[config.mk]
export PLATFORM = sky130hd
export DESIGN_NAME = result_display
export DESIGN_NICKNAME = d
export VERILOG_FILES = /design/src/rtl/result_display.sv
export SDC_FILE = /design/constraint.sdc
export NUM_CORES = 1
export LEC_CHECK = 0
export CORE_MARGIN = 2
export CORE_UTILIZATION = 50
export CTS_CLUSTER_DIAMETER = 60
export DETAILED_ROUTE_END_ITERATION = 8
export GPL_TIMING_DRIVEN = 1
export PLACE_DENSITY = 0.73
export SKIP_LAST_GASP = 1
export SLEW_MARGIN = 10
export SYNTH_ARGS = -nofsm -noshare
export SYNTH_HDL_FRONTEND = slang
export SYNTH_SLANG_ARGS = --single-unit
[constraint.sdc]
create_clock -name clk -period 1.6 [get_ports clk]
set_input_delay 0.32 -clock clk [delete_from_list [all_inputs] [get_ports clk]]
set_output_delay 0.32 -clock clk [all_outputs]
set_load 0.1 [all_outputs]
[src/rtl/result_display.sv]
// result_display: latches an 8-bit result, converts it to BCD by double-dabble, and scans it onto a 3-digit display.
// Optional macro LEADING_ZERO_BLANK_EN blanks leading zero digits.
module result_display #(
    parameter int SCAN_DIV = 50000
) (
    input  logic       clk,
    input  logic       reset,
    input  logic [7:0] value,
    input  logic       load,
    output logic       busy,
    output logic       done,
    output logic [6:0] seg,
    output logic [2:0] an
);
    localparam int DW = $clog2(SCAN_DIV);

    typedef enum logic [1:0] {IDLE, CONV, LATCH} state_t;

    state_t      state_q, state_d;
    logic [7:0]  shift_q, shift_d;
    logic [11:0] bcd_q, bcd_d, bcd_adj;
    logic [2:0]  cnt_q, cnt_d;
    logic [3:0]  hund_q, hund_d, tens_q, tens_d, ones_q, ones_d;
    logic        busy_q, busy_d, done_q, done_d;
    logic [DW-1:0] div_q;
    logic [1:0]  idx_q;
    logic [3:0]  digit;
    logic        blank;
    logic [6:0]  seg_q, seg_d;
    logic [2:0]  an_q, an_d;

    function automatic logic [3:0] add3(input logic [3:0] n);
        return (n >= 4'd5) ? n + 4'd3 : n;
    endfunction

    function automatic logic [6:0] seg_code(input logic [3:0] d);
        case (d)
            4'd0:    return 7'h40;
            4'd1:    return 7'h79;
            4'd2:    return 7'h24;
            4'd3:    return 7'h30;
            4'd4:    return 7'h19;
            4'd5:    return 7'h12;
            4'd6:    return 7'h02;
            4'd7:    return 7'h78;
            4'd8:    return 7'h00;
            4'd9:    return 7'h10;
            default: return 7'h7F;
        endcase
    endfunction

    always_comb begin
        state_d = state_q;
        shift_d = shift_q;
        bcd_d   = bcd_q;
        cnt_d   = cnt_q;
        hund_d  = hund_q;
        tens_d  = tens_q;
        ones_d  = ones_q;
        done_d  = 1'b0;
        bcd_adj = {add3(bcd_q[11:8]), add3(bcd_q[7:4]), add3(bcd_q[3:0])};
        case (state_q)
            IDLE: if (load) begin
                shift_d = value;
                bcd_d   = '0;
                cnt_d   = '0;
                state_d = CONV;
            end
            CONV: begin
                {bcd_d, shift_d} = {bcd_adj, shift_q} << 1;
                cnt_d = cnt_q + 3'd1;
                if (cnt_q == 3'd7) state_d = LATCH;
            end
            LATCH: begin
                hund_d  = bcd_q[11:8];
                tens_d  = bcd_q[7:4];
                ones_d  = bcd_q[3:0];
                done_d  = 1'b1;
                state_d = IDLE;
            end
            default: state_d = IDLE;
        endcase
        busy_d = (state_d != IDLE);
    end

    always_comb begin
        digit = (idx_q == 2'd0) ? ones_q : (idx_q == 2'd1) ? tens_q : hund_q;
`ifdef LEADING_ZERO_BLANK_EN
        blank = (idx_q == 2'd2 && hund_q == 4'd0) ||
                (idx_q == 2'd1 && hund_q == 4'd0 && tens_q == 4'd0);
`else
        blank = 1'b0;
`endif
        seg_d = blank ? 7'h7F : seg_code(digit);
        an_d  = (idx_q == 2'd0) ? 3'b110 : (idx_q == 2'd1) ? 3'b101 : 3'b011;
    end

    always_ff @(posedge clk) begin
        if (!reset) begin
            state_q <= IDLE;
            shift_q <= '0;
            bcd_q   <= '0;
            cnt_q   <= '0;
            hund_q  <= '0;
            tens_q  <= '0;
            ones_q  <= '0;
            busy_q  <= 1'b0;
            done_q  <= 1'b0;
            div_q   <= '0;
            idx_q   <= '0;
            seg_q   <= 7'h7F;
            an_q    <= 3'b111;
        end else begin
            state_q <= state_d;
            shift_q <= shift_d;
            bcd_q   <= bcd_d;
            cnt_q   <= cnt_d;
            hund_q  <= hund_d;
            tens_q  <= tens_d;
            ones_q  <= ones_d;
            busy_q  <= busy_d;
            done_q  <= done_d;
            seg_q   <= seg_d;
            an_q    <= an_d;
            if (div_q == DW'(SCAN_DIV - 1)) begin
                div_q <= '0;
                idx_q <= (idx_q == 2'd2) ? 2'd0 : idx_q + 2'd1;
            end else begin
                div_q <= div_q + DW'(1);
            end
        end
    end

    assign busy = busy_q;
    assign done = done_q;
    assign seg  = seg_q;
    assign an   = an_q;
endmodule

==> results.md <==
* Hold Path Class: reg -> reg
* Max cap viols at 0
* CP Launch Type: register
* Share of the synthesized netlist area taken by xor and xnor gates at between 5 and 6%
* Slew @ Worst Pin at 414 ps
* Post-CTS setup buffer count at 0
* Reg2Reg Setup Slack at 70 ps
* Status: finished, final reports clean
* Register bit total from synthesis at 67
* Synthesized area at 2930 sq um
* CTS Sinks at 67
* Ratio of cells with drive above 1 in the final layout at between 10% and 20%
* Worst Path Arrival at around 1800 ps
* Vias in the first global route at ~2200
* Area Overhead vs Synth at 25.8%
* Mux cell area share after synthesis at approximately 2.5%
* Post-synth EDFFs at 0
* Area of the die at 6490 sq um
* Final period util at between 90% and 100%
* Via count at about 2300
* Synth warn at 0
* Tmin final at around 1500 ps
* Routed wire length at 5530 microns
* Initial DRT Pass Iterations at 4
* Largest net degree at the start of global routing at 22
* Power density cells at just over 900 nW/um^2
* Initial antenna violation count at 0
* RSZ-0062 raised after global routing: yes
* ANT cells at 0
* Clock Pin Slew Worst Setup and Hold Paths at about 60 ps
* Register area share after synthesis at about 46%
* TritonCTS clock tree: done
* GR Util All Layers at about a fifth
* Setup crit end kind: register
* Max Clock Freq at between 600 and 700 MHz
* Routed wire per std cell at between 10 and 15 microns
* Vias per cell at 5.17
* GP Congestion at around 0.86
* Initial DRC count at around 60
* Die span in y at around 80 microns
* Leakage at 1.40 nW
* Clock skew at about 7.4 ps
* Adder-cell share of the synthesized area at between 3 and 4%
* Slew headroom at around 72%
* Placement Rows at 27
* First-pass GRT wire length at ~9500 microns
* Post-synth ARST share at 0%
* Number of remaining DRC errors at 0
* Clk Latency, worst-skew pair at 340 ps
* Power Total at 3.34 mW
* Clock buffer depth at 2
* Main combinational cell family by area after synthesis: simple AND/OR/NAND/NOR gates
* Port Buffers at 22
* Final Max Tran Viols at 0
* FF-to-FF path depth at 7
* Hold Startpoint: hund_q[2]
* Crit Path Class: reg -> reg
* Fin nets at just under 400
* H-tree Lvls at 3
* Post-Layout Cell Count at roughly 450
* Antenna Violating Nets Remaining at 0
* Post-synthesis simple-gate area fraction at 22.3%
* Hold worst-path end: hund_q[2]
* Cells after synthesis at approximately 340
* Post-synthesis compound-gate area fraction at 16.3%
* Worst r2r src: bcd_q[1]
* RR Endpoint: bcd_q[2]
* Area of the core at roughly 5600 sq um
* Clock root buffer: clkbuf_8
* Total clock buffers created by CTS at 9
* Critical path fanouts, max at 3
* Cell variety after synth at 46
* Grt ovf at 0
* Worst Path Required at around 1900 ps
* Final setup fails at 0
* Die X at roughly 81 microns
* Initial Utilization at a little over half
* Top FF cell, synth: dfxtp_1
* Synthesized area per cell at 8.75 sq um
* Worst hold path depth at 2
* IR drop worst, VDD at between 700 and 800 uV
* I/O pin count at 23
* Hold slack at 465 ps
* Placed cells at between 400 and 500
* HPWL after DPL at slightly below 4000 microns
* Fin. Hold Viols at 0
* Syn_nets at roughly 360
==> timing repair <==
action / CTS / global route
endpoints found under the setup margin: 2 / 9
pin swaps: 0 / 3
resized for setup: 1 / 6
cloned: 0 / 0
hold buffers: 0 / 0
==> stage by stage <==
stage / util, % / TNS, ps / worst slack, ps / cell area (sq um)
after floorplan: - / 0 / 25.1 / 2930
after global placement: 62.8 / 0 / 35.6 / 3500
after CTS: 65.9 / 0 / 7.57 / 3670
final: 66.2 / 0 / 70.0 / 3690
after detailed placement: 62.8 / -15.5 / -15.5 / 3500
after global routing: 66.2 / -53.8 / -39.1 / 3690
==> critical path, stage by stage, from the launching register on <==
cell and delay, ps:
dfxtp_1 340, inv_1 70, ha_1 170, nand2b_1 160
a21oi_2 170, mux2_2 350, o21ai_1 100, and2_1 130
==> sequential cells by signal (all words and copies together) (netlist names), 4 cells and up <==
signal   cells
div_q       16
bcd_q       12
shift_q      8
seg          7
hund_q       4
ones_q       4
tens_q       4
==> placed cells by master (no fill, tap or decap), types with 3 or more instances in the layout <==
cell type / count
a21boi_0: 13
a21boi_1: 5
a21oi_1: 9
a22oi_1: 7
and2_1: 3
and3_1: 4
buf_12: 14
buf_4: 21
clkbuf_1: 3
clkbuf_8: 9
clkdlybuf4s50_1: 10
dfxtp_1: 65
ha_1: 8
inv_1: 9
mux2i_1: 4
nand2_1: 52
nand2b_1: 3
nand3_1: 12
nand4_1: 4
nor2_1: 29
nor2b_1: 10
nor3_1: 8
o211a_1: 5
o21ai_0: 11
o21ai_1: 4
o22ai_1: 3
xnor2_1: 12
xor2_1: 8
==> report_power, final <==
part	leakage (nW)	internal (mW)	switching (mW)
Combinational	0.763	0.140	0.178
Clock	0.0902	0.707	0.579
Sequential	0.547	1.71	0.0304
==> cell type report <==
class / instances / area, sq um
sequential: 67 / 1340
clock buffer: 12 / 135
timing repair buffer: 45 / 538
multi-input combinational: 243 / 1510
clock inverter: 3 / 40.0
inverter: 10 / 37.5
tap: 72 / 90.1
fill: 478 / 1880
==> logic make-up after synthesis <==
kind of cell	count (synthesis)
multiplexers	7
XOR/XNOR	20
AND/OR/NAND/NOR	137
flip-flops	67
AO/OA/AOI/OAI	70
buffers and inverters	25
adder cells (fa/ha/maj)	9
==> synthesized netlist by cell type (2+ instances only) <==
library cell  count  area (sq um)
dfxtp_1          67          1340
nand2_1          52           195
nor2_1           29           109
a21boi_0         13          97.6
nand3_1          12          60.1
o21ai_0          12          60.1
xnor2_1          12           105
a21oi_1          11          55.1
clkbuf_1         10          37.5
nor2b_1          10          62.6
ha_1              9           113
inv_1             9          33.8
nor3_1            8          40.0
xor2_1            8          70.1
a22oi_1           7          52.6
a21boi_1          5          37.5
buf_2             5          25.0
mux2i_1           5          50.1
o211a_1           5          50.1
and3_1            4          25.0
nand4_1           4          25.0
and2_1            3          18.8
nand2b_1          3          18.8
o21ai_1           3          15.0
o22ai_1           3          18.8
mux2_2            2          22.5
o211ai_1          2          15.0
o21a_1            2          15.0
o21ai_2           2          17.5
or2_1             2          12.5
==> routing by layer <==
layer / GRT usage, % / part of all wire [%] / routed length [microns]
met4: 6.78 / 1.2 / 64
met1: 21.1 / 45 / 2480
met3: 7.19 / 3.8 / 208
met5: 0 / 0 / 0
met2: 33.6 / 50 / 2780
==> worst max path at each step <==
stage | start | end | slack, ps | depth (start not counted)
6_report | bcd_q[1] | bcd_q[2] | 70 | 7
5_1_grt | bcd_q[1] | bcd_q[2] | -40 | 7
4_1_cts | bcd_q[5] | bcd_q[6] | 8 | 7
3_5_place_dp | reset | state_q[0] | -20 | 4
3_3_place_gp | reset | state_q[0] | 40 | 4
2_1_floorplan | bcd_q[1] | bcd_q[2] | 30 | 7
Power figures use the tool's default switching activity.
